## config.mk

```make
export PLATFORM = sky130hd
export DESIGN_NAME = qspi_multilane_slave
export DESIGN_NICKNAME = d
export VERILOG_FILES = /design/src/rtl/qspi_slave_pkg.sv /design/src/rtl/qspi_pin_sync.sv /design/src/rtl/qspi_multilane_slave.sv
export SDC_FILE = /design/constraint.sdc
export NUM_CORES = 1
export LEC_CHECK = 0
export BUFFER_PORTS_ARGS = -buffer_cell sky130_fd_sc_hd__buf_2
export CORE_MARGIN = 2
export CORE_UTILIZATION = 50
export CTS_CLUSTER_DIAMETER = 100
export DETAILED_ROUTE_END_ITERATION = 6
export PLACE_DENSITY = 0.72
export SKIP_CTS_REPAIR_TIMING = 1
export SLEW_MARGIN = 20
export SYNTH_ARGS = -nofsm -noshare
export SYNTH_HDL_FRONTEND = slang
export SYNTH_SLANG_ARGS = --single-unit
```

## constraint.sdc

```tcl
create_clock -name main_clock -period 3.9 [get_ports main_clock]
set_clock_uncertainty 0.1 [all_clocks]
set_input_delay 0.78 -clock main_clock [delete_from_list [all_inputs] [get_ports main_clock]]
set_output_delay 0.78 -clock main_clock [all_outputs]
set_load 0.02 [all_outputs]
```

## src/rtl/qspi_slave_pkg.sv

```systemverilog
// Shared opcodes, FSM states and lane-width helpers
// for the multi-lane (Q)SPI register slave.
package qspi_slave_pkg;

    localparam logic [7:0] OP_W1 = 8'h02;
    localparam logic [7:0] OP_R1 = 8'h03;
    localparam logic [7:0] OP_W2 = 8'h3A;
    localparam logic [7:0] OP_R2 = 8'h3B;
    localparam logic [7:0] OP_W4 = 8'h32;
    localparam logic [7:0] OP_R4 = 8'h6B;

    typedef enum logic [2:0] {
        ST_IDLE,
        ST_CMD,
        ST_ADDR,
        ST_WDATA,
        ST_DUMMY,
        ST_RDATA,
        ST_IGNORE
    } state_t;

    typedef enum logic [1:0] {
        LANE_X1,
        LANE_X2,
        LANE_X4
    } lane_t;

    function automatic logic [3:0] oe_mask(input lane_t m);
        logic [3:0] r;
        unique case (m)
            LANE_X1: r = 4'b0010;
            LANE_X2: r = 4'b0011;
            LANE_X4: r = 4'b1111;
            default: r = 4'b0000;
        endcase
        return r;
    endfunction

endpackage

```

## src/rtl/qspi_pin_sync.sv

```systemverilog
// Multi-flop synchroniser for one asynchronous pin,
// with rise/fall pulses on the synchronised level.
module qspi_pin_sync #(
    parameter int STAGES = 2
) (
    input  logic clk,
    input  logic rst_n,
    input  logic d,
    output logic q,
    output logic rise,
    output logic fall
);

    logic [STAGES-1:0] chain;
    logic              prev;

    // shift the pin through the chain; keep one more flop for edge detect
    always_ff @(posedge clk) begin
        if (!rst_n) begin
            chain <= '0;
            prev  <= 1'b0;
        end else begin
            chain <= {chain[STAGES-2:0], d};
            prev  <= chain[STAGES-1];
        end
    end

    assign q    = chain[STAGES-1];
    assign rise = q & ~prev;
    assign fall = ~q & prev;

endmodule

```

## src/rtl/qspi_multilane_slave.sv

```systemverilog
// Memory-mapped SPI slave, x1/x2/x4 data lanes chosen by opcode,
// all pins oversampled in the main_clock domain.
module qspi_multilane_slave
    import qspi_slave_pkg::*;
#(
    parameter int ADDR_W       = 8,
    parameter int DATA_W       = 8,
    parameter int SYNC_STAGES  = 2,
    parameter int DUMMY_CYCLES = 2
) (
    input  logic              main_clock,
    input  logic              rst_n,
    input  logic              sck,
    input  logic              cs,
    input  logic [3:0]        io_in,
    output logic [3:0]        io_out,
    output logic [3:0]        io_oe,
    output logic [ADDR_W-1:0] addr,
    output logic [DATA_W-1:0] write_data,
    output logic              write_data_flag,
    input  logic [DATA_W-1:0] read_data,
    output logic              read_data_flag,
    output logic              cmd_error
);

    localparam int MAXW = (ADDR_W > DATA_W) ? ADDR_W : DATA_W;
    localparam int CW   = $clog2(MAXW + 1);
    localparam int SW   = (MAXW > 8) ? MAXW : 8;

    state_t state, state_n;
    lane_t  mode, ln, op_mode;

    logic sck_s, sck_rise, sck_fall;
    logic cs_s, cs_rise, cs_fall;
    logic unused_cs;

    logic [3:0]        io_chain [SYNC_STAGES];
    logic [3:0]        io_s;
    logic [CW-1:0]     cnt, cpw;
    logic [SW-1:0]     sin, sin_next;
    logic [DATA_W-1:0] sh, sh_shift;
    logic [3:0]        chunk;
    logic [7:0]        cmd_word;
    logic              rd, op_rd, op_ok;
    logic              load_pend, incr_pend;
    logic              cmd_last, addr_last, word_last;
    logic              dummy_last, chunk_last, drive;

    qspi_pin_sync #(.STAGES(SYNC_STAGES)) u_sck (
        .clk  (main_clock),
        .rst_n(rst_n),
        .d    (sck),
        .q    (sck_s),
        .rise (sck_rise),
        .fall (sck_fall)
    );

    qspi_pin_sync #(.STAGES(SYNC_STAGES)) u_cs (
        .clk  (main_clock),
        .rst_n(rst_n),
        .d    (cs),
        .q    (cs_s),
        .rise (cs_rise),
        .fall (cs_fall)
    );

    assign unused_cs = cs_rise ^ cs_fall ^ sck_s;

    // data pins only need the plain synchroniser chain
    always_ff @(posedge main_clock) begin
        if (!rst_n) begin
            for (int i = 0; i < SYNC_STAGES; i++) io_chain[i] <= '0;
        end else begin
            io_chain[0] <= io_in;
            for (int i = 1; i < SYNC_STAGES; i++) io_chain[i] <= io_chain[i-1];
        end
    end

    assign io_s = io_chain[SYNC_STAGES-1];

    // shift-in/out helpers, lane counts and opcode decode
    always_comb begin
        ln = (state == ST_WDATA) ? mode : LANE_X1;
        unique case (ln)
            LANE_X2: sin_next = SW'({sin, io_s[1:0]});
            LANE_X4: sin_next = SW'({sin, io_s});
            default: sin_next = SW'({sin, io_s[0]});
        endcase
        unique case (mode)
            LANE_X2: begin
                cpw      = CW'(DATA_W / 2);
                chunk    = {2'b00, sh[DATA_W-1 -: 2]};
                sh_shift = sh << 2;
            end
            LANE_X4: begin
                cpw      = CW'(DATA_W / 4);
                chunk    = sh[DATA_W-1 -: 4];
                sh_shift = sh << 4;
            end
            default: begin
                cpw      = CW'(DATA_W);
                chunk    = {2'b00, sh[DATA_W-1], 1'b0};
                sh_shift = sh << 1;
            end
        endcase
        cmd_word = 8'(sin_next);
        op_ok    = 1'b1;
        op_rd    = 1'b0;
        op_mode  = LANE_X1;
        unique case (1'b1)
            cmd_word == OP_W1: op_mode = LANE_X1;
            cmd_word == OP_R1: op_rd = 1'b1;
            cmd_word == OP_W2: op_mode = LANE_X2;
            cmd_word == OP_R2: begin
                op_mode = LANE_X2;
                op_rd   = 1'b1;
            end
            cmd_word == OP_W4: op_mode = LANE_X4;
            cmd_word == OP_R4: begin
                op_mode = LANE_X4;
                op_rd   = 1'b1;
            end
            default: op_ok = 1'b0;
        endcase
        cmd_last   = (cnt == CW'(7));
        addr_last  = (cnt == CW'(ADDR_W - 1));
        word_last  = (cnt == cpw - CW'(1));
        dummy_last = (cnt == CW'(DUMMY_CYCLES));
        chunk_last = (state == ST_DUMMY) ? (cpw == CW'(1)) : word_last;
        drive      = sck_fall && ((state == ST_RDATA) ||
                                  (state == ST_DUMMY && dummy_last));
    end

    // FSM state register
    always_ff @(posedge main_clock) begin
        if (!rst_n) state <= ST_IDLE;
        else        state <= state_n;
    end

    // next state and pad enables; a deasserted cs always wins
    always_comb begin
        state_n = state;
        io_oe   = (state == ST_RDATA) ? oe_mask(mode) : 4'b0000;
        if (cs_s) begin
            state_n = ST_IDLE;
        end else begin
            unique case (state)
                ST_IDLE: state_n = ST_CMD;
                ST_CMD: begin
                    if (sck_rise && cmd_last)
                        state_n = op_ok ? ST_ADDR : ST_IGNORE;
                end
                ST_ADDR: begin
                    if (sck_rise && addr_last)
                        state_n = rd ? ST_DUMMY : ST_WDATA;
                end
                ST_DUMMY: begin
                    if (drive) state_n = ST_RDATA;
                end
                default: state_n = state;
            endcase
        end
    end

    // datapath: shift registers, bit counter, address and strobes
    always_ff @(posedge main_clock) begin
        if (!rst_n) begin
            io_out          <= '0;
            addr            <= '0;
            write_data      <= '0;
            write_data_flag <= 1'b0;
            read_data_flag  <= 1'b0;
            cmd_error       <= 1'b0;
            cnt             <= '0;
            sin             <= '0;
            sh              <= '0;
            mode            <= LANE_X1;
            rd              <= 1'b0;
            load_pend       <= 1'b0;
            incr_pend       <= 1'b0;
        end else begin
            write_data_flag <= 1'b0;
            read_data_flag  <= 1'b0;
            cmd_error       <= 1'b0;
            incr_pend       <= 1'b0;
            load_pend       <= read_data_flag;
            if (incr_pend) addr <= addr + ADDR_W'(1);
            if (load_pend) sh <= read_data;
            if (cs_s) begin
                cnt    <= '0;
                io_out <= '0;
            end else begin
                unique case (state)
                    ST_IDLE: cnt <= '0;
                    ST_CMD: begin
                        if (sck_rise) begin
                            sin <= sin_next;
                            if (cmd_last) begin
                                cnt <= '0;
                                if (op_ok) begin
                                    mode <= op_mode;
                                    rd   <= op_rd;
                                end else begin
                                    cmd_error <= 1'b1;
                                end
                            end else begin
                                cnt <= cnt + CW'(1);
                            end
                        end
                    end
                    ST_ADDR: begin
                        if (sck_rise) begin
                            sin <= sin_next;
                            if (addr_last) begin
                                cnt            <= '0;
                                addr           <= ADDR_W'(sin_next);
                                read_data_flag <= rd;
                            end else begin
                                cnt <= cnt + CW'(1);
                            end
                        end
                    end
                    ST_WDATA: begin
                        if (sck_rise) begin
                            sin <= sin_next;
                            if (word_last) begin
                                cnt             <= '0;
                                write_data      <= DATA_W'(sin_next);
                                write_data_flag <= 1'b1;
                                incr_pend       <= 1'b1;
                            end else begin
                                cnt <= cnt + CW'(1);
                            end
                        end
                    end
                    ST_DUMMY: begin
                        if (sck_fall && !dummy_last) cnt <= cnt + CW'(1);
                    end
                    default: ;
                endcase
                if (drive) begin
                    io_out <= chunk;
                    sh     <= sh_shift;
                    if (chunk_last) begin
                        cnt            <= '0;
                        addr           <= addr + ADDR_W'(1);
                        read_data_flag <= 1'b1;
                    end else begin
                        cnt <= (state == ST_DUMMY) ? CW'(1) : cnt + CW'(1);
                    end
                end
            end
        end
    end

endmodule

```

==> results.ini, run 1 <==
[finish]
antenna_cells=0
drive_above_1_share_pct=18.2
nets=443
final_cells=501
area_growth_pct=14.0

[grt]
grt_max_degree=27
grt_usage_pct=22.0
grt_pass1_wl_um=12700
grt_pass1_vias=2677
grt_overflow=0
antenna_found_initial=0

[detailed_routing]
post_drt_wl_per_cell_um=15.3
detail-route-antenna-nets=0
dr_wl_met2_um=3470
maxUsedRoutingLayer=met4
num_vias=2991
vias_per_cell=5.97
drt_iter0_drc=335
met1_length_um=3420
drt_pass1_iterations=5
drt_drc_violations_left=0
drt-total-wl_um=7680
wl_met3_um=601

[yosys]
synth-seq-area-share_pct=38.0
synth_top_area_share_pct=38.0
yosysTopAreaCell=dfxtp_1
synthArstFlopShare_pct=0
synth.area.top_cells=dfxtp_1 (38%), mux2i_1 (6.4%), nor2_1 (5.6%), a211oi_1 (3.2%), a21oi_1 (3.2%)
yosysMostFrequentCell=dfxtp_1
synth_cell_type_count=58
synth_commonest_cells=dfxtp_1 (62), nor2_1 (49), nand2_1 (28), a21oi_1 (21), mux2i_1 (21)
syn_avg_cell_area_um2=8.48
synth.cell_area_um2=3260
yosys_warnings=0
syn_inst=385
synth_seq_cells=62
ys.flop_type=dfxtp_1
synth_edf_count=0
syn-num-nets=409

[worst_setup_path]
cp_slowest_stage_delay_ns=0.59
cp-endpoint=rd
reg2reg_from=state[1]
path_class=register to register
critPathSlowestCell=dfxtp_1
path_cells=nor2b_1 > nand3_1 > ha_1 > a221o_1 > and2_4 > or4_1 > o211a_2 > nor4_4 > mux2i_1
end_kind=register
worstSetupStartpoint=state[1]
critPathBufInv=0
cp_data_required_time_ns=4.08
path_max_fanout=15
path_delay_family=simple AND/OR/NAND/NOR gates
cp.arrival_ns=3.55
reg2regPathDepth=9
crit_cells=9
rrSetupSlack_ns=0.53
r2r_end=rd
setup.worst_path.start_class=register

[outcome]
outcome=complete, no violations

[power_and_ir_drop]
p_total_mw=1.28
power_density_nw_per_um2=344
irDropWorstVdd_uv=230
leakage_nw=1.44

[floorplanning]
core.rowCount=29
die_y_um=84.8
coreArea_um2=6310
num_io_pins=43
initial_core_util_pct=51.7
dieArea_um2=7190
fp.dieW_um=84.8

[sta]
max_freq_mhz=296
rsz0062_at_grt=false
worst_pin_slew_ns=0.979
period_needed_ns=3.37
hold_violations=0
fin_crit_sh_pct=86.5
layout_setup_ws_ns=0.525
setup_viol=0
drv_slew=0
setup_tns_ns=0
relSlewSlack_pct=34.6

[cts]
htree_levels=3
cts_root_buf=clkbuf_8
cts_buffers=9
clock_path_buffers=2
clk_latency_ns=0.35
cts_tree=done
path_clk_slew_ns=0.07
clock_sinks=62

[placed_design]
numPortBuffers=42
dpl.hpwl_um=5350
globalplace.congestion=0.900
preCtsSetupSlack_ns=0.582
dp.cells=485

[worst_hold_path]
hold_path_depth=1
worstHoldPathType=register to register

[run]
cap_violations=0

[sequential cells by signal, summed over array words and instances (netlist names), 3 cells and up]
name	flops
addr	8
cnt	4
io_chain	8
io_out	4
sh	8
sin	7
state	3
write_data	8
[layer usage]
layer | vias to the layer above | track usage, %
met1 | 1370 | 27.9
met2 | 140 | 35.2
met3 | 24 | 6.59
met4 | 0 | 8.51
li1 | 1457 | -
met5 | - | 0
[cell usage in the layout (no fill, tap or decap), drive strengths merged, types with 2 or more instances in the layout]
cell	n
o211ai	3
clkinv	3
dfxtp	62
o21a	2
o211a	3
a22o	2
and3	6
o21ai	12
nand3	6
o31ai	2
nand2b	7
mux2i	21
nand2	28
nor3b	3
xnor2	7
and2	17
a211oi	14
nor4	5
o22ai	4
a31oi	3
a221o	2
nor2	49
nand3b	3
xor2	5
o221a	2
a21oi	21
nand4	2
clkbuf	12
o311a	2
ha	8
inv	10
nor2b	6
o221ai	2
a221oi	4
or4	3
buf	48
a22oi	11
mux2	3
nor3	9
[report_power, final]
part	leakage, nW	total, mW	internal (mW)	switching [mW]
logic	0.827	0.0519	0.0204	0.0315
registers	0.503	0.650	0.642	0.00845
clock network	0.106	0.576	0.327	0.249
[layout make-up]
type | count | area [um^2]
multi-input cells | 288 | 1890
fillers | 577 | 2590
well taps | 77 | 96.3
repair buffers | 48 | 255
flip-flops and latches | 62 | 1240
clock inverters | 4 | 45.0
inverters | 10 | 37.5
clock buffers | 12 | 155
[kinds of logic after synthesis]
| family | after synthesis | synth area share [%] |
|---|---|---|
| AOI/OAI and AO/OA | 95 | 20.4 |
| muxes | 24 | 7.48 |
| DFF | 62 | 38.0 |
| and+or+nand+nor | 148 | 23.1 |
| xor gates and xnor gates | 12 | 3.22 |
| adders and majority gates | 9 | 3.37 |
| buffers and inverters | 35 | 4.37 |
[worst min path at each step]
| stage | from | to |
|---|---|---|
| after floorplan | io_chain[0][3] | io_chain[0][7] |
| after global placement | io_chain[0][3] | io_chain[0][7] |
| after detailed placement | io_chain[0][3] | io_chain[0][7] |
| after CTS | u_cs.chain[0] | u_cs.chain[1] |
| after global routing | io_chain[0][3] | io_chain[0][7] |
| final | u_cs.chain[0] | u_cs.chain[1] |
[metrics by stage]
step	util [%]	hold slack (ns)	instance area [um^2]
after floorplan	-	0.312	3260
after global placement	55.5	0.313	3500
after detailed placement	55.6	0.321	3510
after CTS	58.8	0.338	3710
after global routing	58.9	0.349	3720
final	58.9	0.335	3720
No activity file was read; power rests on OpenSTA's default activity.
==> run 2, diff against run 1 <==
CORE_MARGIN = 4   (was 2)
==> run 2 against run 1 <==
Sequential power hardly changed; via count is 0.47% lower; setup slack worse by 0.017 ns; count of clock-buffer cells in the layout is 2 lower; global-route usage is 0.41 points lower; first-iteration DRC count is 23% lower; clock power is 8.7% higher; register-to-register slack worse by 0.02 ns; largest power group unchanged; non-clock buffer count is 1 higher; routed wire length is 2.4% higher; critical path type unchanged; flip-flop and latch count stayed put; final cell count is 0.20% higher.
==> results.ini, run 2 (same netlist as run 1, synthesis figures left out) <==
[outcome]
outcome=complete, no violations

[grt]
grt_pass1_vias=2858  ; +6.8%
grt_overflow=0  ; unchanged
met3_usage_pct=4.28  ; -2.3 points
met1_usage_pct=27.6  ; -0.34 points
grt_max_degree=25  ; -7.4%
grtUsageMet2_pct=33.4  ; -1.8 points
grt_pass1_wl_um=13300  ; +4.5%
antenna_found_initial=0  ; unchanged
grt_busiest_layer=met2
grt_usage_pct=21.6  ; -0.41 points

[detailed_routing]
drt_pass1_iterations=5  ; unchanged
post_drt_wl_per_cell_um=15.7  ; +2.2%
drt_drc_violations_left=0  ; unchanged
num_vias=2977  ; -0.47%
drt_iter0_drc=257  ; -23%
drt-total-wl_um=7860  ; +2.4%
vias_per_cell=5.93  ; -0.67%
detail-route-antenna-nets=0  ; unchanged

[floorplanning]
core.rowCount=29  ; unchanged
fp.dieW_um=88.8  ; +4.7%
dieArea_um2=7880  ; +9.7%
num_io_pins=43  ; unchanged
initial_core_util_pct=51.4  ; -0.30 points
die_y_um=88.8  ; +4.7%
coreArea_um2=6350  ; +0.57%

[finish]
nets=444  ; +0.23%
layout_commonest_cell=dfxtp_1
regArea_um2=1240  ; unchanged
antenna_cells=0  ; unchanged
mostFrequentLayoutCells=dfxtp_1 (62), nor2_1 (49), buf_2 (42)
final_cells=502  ; +0.20%
multiInputGateArea_um2=1890  ; unchanged
area_growth_pct=14.6
drive_above_1_share_pct=18.4  ; +0.19 points
fillerInstances=584  ; +1.2%
final_util_pct=58.9  ; about the same

[placed_design]
dpl.hpwl_um=5450  ; +1.8%
dp.cells=486  ; +0.21%
numPortBuffers=42  ; unchanged
globalplace.congestion=0.868  ; -3.6%

[cts]
clock_path_buffers=2  ; unchanged
cts_tree=done
htree_levels=3  ; unchanged
clk_latency_ns=0.36  ; about the same
path_clk_slew_ns=0.07  ; about the same
cts_root_buf=clkbuf_8
cts_buffers=9  ; unchanged
clock_sinks=62  ; unchanged

[power_and_ir_drop]
pwr-share-clk_pct=47.1  ; +2.0 points
switching_share_pct=23.1  ; +0.52 points
p_switching_mw=0.307  ; +6.4%
p_comb_share_pct=3.9  ; -0.2 points
leakage_nw=1.44  ; +0.34%
seqPwrFrac_pct=49.0  ; -1.9 points
p_total_mw=1.33  ; +4.0%
power_density_nw_per_um2=355  ; +3.4%
irDropWorstVdd_uv=270  ; +17%
internal-power_mw=1.02  ; +3.3%

[sta]
max_freq_mhz=295  ; -0.51%
rsz0062_at_grt=false
setup_tns_ns=0  ; unchanged
relSlewSlack_pct=34.9  ; +0.26 points
period_needed_ns=3.39  ; +0.0173 ns
hold_violations=0  ; unchanged
timing.hold.ws_ns=0.334  ; -0.000862 ns
worst_pin_slew_ns=0.975  ; -0.00396 ns
drv_slew=0  ; unchanged
setup_viol=0  ; unchanged
fin_crit_sh_pct=87.0  ; +0.44 points

[worst_hold_path]
worstHoldPathType=register to register

[worst_setup_path]
reg2regPathDepth=9  ; unchanged
end_kind=register
cp_data_required_time_ns=4.09  ; about the same
cp-endpoint=rd
rrSetupSlack_ns=0.51  ; -0.02 ns
r2r_end=rd
worstSetupStartpoint=state[1]
path_max_fanout=15  ; unchanged
cp.arrival_ns=3.58  ; +0.03 ns
path_class=register to register
setup.worst_path.start_class=register
reg2reg_from=state[1]

[run]
cap_violations=0  ; unchanged

run 2: final cells by class:
type | instances | share of cell area [%]
Tap cell | 77 | 2.58
Timing Repair Buffer | 49 | 7.03
Clock buffer | 10 | 3.41
Sequential cell | 62 | 33.2
Clock inverter | 6 | 2.31
Multi-Input combinational cell | 288 | 50.5
Inverter | 10 | 1.00
run 2: worst min path at each step:
stage | startpoint | endpoint | slack (ns) | cells past startpoint
after floorplan | io_chain[0][3] | io_chain[0][7] | 0.31 | 1
after global placement | io_chain[0][2] | io_chain[0][6] | 0.32 | 1
after detailed placement | io_chain[0][0] | io_chain[0][4] | 0.32 | 1
after CTS | u_sck.chain[0] | u_sck.chain[1] | 0.34 | 1
after global routing | u_sck.chain[0] | u_sck.chain[1] | 0.35 | 1
final | u_sck.chain[0] | u_sck.chain[1] | 0.33 | 1
run 2: layer usage:
layer / part of all wire [%] / vias up / routed length (um)
met5: 0 / - / 0
met4: 3.3 / 0 / 261
met3: 5.4 / 29 / 425
met2: 46 / 96 / 3580
met1: 46 / 1393 / 3590
li1: - / 1459 / -
run 2: power groups by stage:
| stage | logic [mW] | registers, mW | clock network [mW] |
|---|---|---|---|
| floorplan | 0.0337 | 0.662 | 0 |
| global placement | 0.0510 | 0.664 | 0 |
| detailed placement | 0.0515 | 0.665 | 0 |
| CTS | 0.0518 | 0.650 | 0.638 |
| global route | 0.0583 | 0.651 | 0.662 |
| finish | 0.0523 | 0.650 | 0.626 |
run 2: critical path, cell delays in order (launching register included):
cell	delay [ns]
dfxtp_1	0.57
nor2b_1	0.31
nand3_1	0.16
ha_1	0.47
a221o_1	0.34
and2_4	0.17
or4_1	0.53
o211a_2	0.17
nor4_4	0.29
mux2i_1	0.21
run 2: stage by stage:
stage	setup slack [ns]	cell area (um^2)
after floorplan	0.746	3260
after global placement	0.659	3520
after detailed placement	0.580	3520
after CTS	0.556	3730
after global routing	0.300	3740
final	0.508	3740
==> run 3, diff against run 2 <==
clock period = 3.45 ns   (was 3.9 ns; I/O delays follow)
==> run 3 against run 2 <==
Flip-flop and latch count unchanged; via count unchanged; final cell count up 1.4%; largest power group unchanged.
==> results.ini, run 3 (same netlist as run 1, synthesis figures left out) <==
[grt]
grt_overflow=0  ; unchanged
grt_max_degree=18  ; -28%
grt_pass1_wl_um=13000  ; -2.3%
grt_pass1_vias=2754  ; -3.6%
grt_usage_pct=21.4  ; -0.23 points
antenna_found_initial=0  ; unchanged

[detailed_routing]
drt_drc_violations_left=0  ; unchanged
num_vias=2977  ; unchanged
vias_per_cell=5.85  ; -1.4%
post_drt_wl_per_cell_um=15.3  ; -2.0%
drt-total-wl_um=7810  ; -0.66%
detail-route-antenna-nets=0  ; unchanged
drt_iter0_drc=141  ; -45%
drt_pass1_iterations=5  ; unchanged

[cts]
clock_path_buffers=2  ; unchanged
clk_latency_ns=0.36  ; about the same
path_clk_slew_ns=0.08  ; about the same
cts_buffers=9  ; unchanged
htree_levels=3  ; unchanged
clock_sinks=62  ; unchanged
cts_tree=done
cts_root_buf=clkbuf_8

[power_and_ir_drop]
irDropWorstVdd_uv=248  ; -8.0%
p_total_mw=1.45  ; +8.8%
leakage_nw=1.47  ; +1.9%
power_density_nw_per_um2=384  ; +8.0%

[sta]
setup_tns_ns=0  ; unchanged
rsz0062_at_grt=false
drv_slew=0  ; unchanged
fin_crit_sh_pct=89.8  ; +2.9 points
max_freq_mhz=323  ; +9.4%
period_needed_ns=3.10  ; -0.293 ns
worst_pin_slew_ns=0.676  ; -0.299 ns
relSlewSlack_pct=54.5  ; +20 points
hold_violations=0  ; unchanged
setup_viol=0  ; unchanged

[outcome]
outcome=complete, no violations

[finish]
layout_commonest_cell=dfxtp_1
drive_above_1_share_pct=19.9  ; +1.6 points
antenna_cells=0  ; unchanged
mostFrequentLayoutCells=dfxtp_1 (62), nor2_1 (49), buf_2 (42)
nets=451  ; +1.6%
fillerInstances=584  ; unchanged
area_growth_pct=15.5

[floorplanning]
die_y_um=88.8  ; unchanged
fp.dieW_um=88.8  ; unchanged
dieArea_um2=7880  ; unchanged
core.rowCount=29  ; unchanged
num_io_pins=43  ; unchanged
coreArea_um2=6350  ; unchanged
initial_core_util_pct=51.4  ; unchanged

[placed_design]
dpl.hpwl_um=5600  ; +2.7%
globalplace.congestion=0.912  ; +5.0%
numPortBuffers=42  ; unchanged

[worst_setup_path]
cp_data_required_time_ns=3.64  ; -0.45 ns
setup.worst_path.start_class=register
end_kind=register
path_max_fanout=7  ; -8
rrSetupSlack_ns=0.35  ; -0.16 ns
cp.arrival_ns=3.29  ; -0.29 ns
path_class=register to register

[worst_hold_path]
worstHoldPathType=register to register

[run]
cap_violations=0  ; unchanged

-- run 3: cell type report --
cell class | instances | area (um^2) | area share [%]
tap | 77 | 96.3 | 2.56
clock buffer | 9 | 124 | 3.29
multi-input combinational | 288 | 1880 | 49.9
timing repair buffer | 56 | 315 | 8.37
clock inverter | 7 | 73.8 | 1.96
sequential | 62 | 1240 | 32.9
inverter | 10 | 37.5 | 0.996
-- run 3: worst paths after layout --
path                       start        endpoint  cells after the start
setup / recovery        state[2]              rd                     10
hold / removal    u_sck.chain[0]  u_sck.chain[1]                      1
setup reg to reg        state[2]              rd                     10
hold reg to reg   u_sck.chain[0]  u_sck.chain[1]                      1
-- run 3: layer usage --
layer,part of all wire (%),vias to the layer above,track usage (%)
li1,-,1469,-
met4,3.0,0,12.2
met1,45,1380,27.4
met3,5.7,23,3.72
met5,0,-,0
met2,47,105,33.7
-- run 3: critical path: stages, from the launching register on --
cell and delay (ns):
dfxtp_1 0.35, nand2b_1 0.20, nor3_1 0.29, inv_1 0.08, ha_1 0.29, a221o_1 0.39, and2_4 0.17, or4_1 0.52
o211a_2 0.17, nor4_4 0.27, mux2i_1 0.20
-- run 3: report_power, final --
part	leakage (nW)	internal (mW)	switching, mW	total [mW]
logic	0.866	0.0253	0.0373	0.0625
clock network	0.0996	0.335	0.315	0.651
registers	0.503	0.725	0.00713	0.732
-- run 3: per-stage QoR --
stage	instances	worst slack [ns]	hold WS [ns]	instance area, um^2	util, %
CTS	509	0.363	0.336	3770	59.3
floorplan	385	0.296	0.312	3260	-
detailed placement	493	0.378	0.319	3570	56.2
global placement	493	0.442	0.314	3570	56.2
finish	509	0.350	0.334	3770	59.3
global route	509	0.148	0.353	3770	59.3
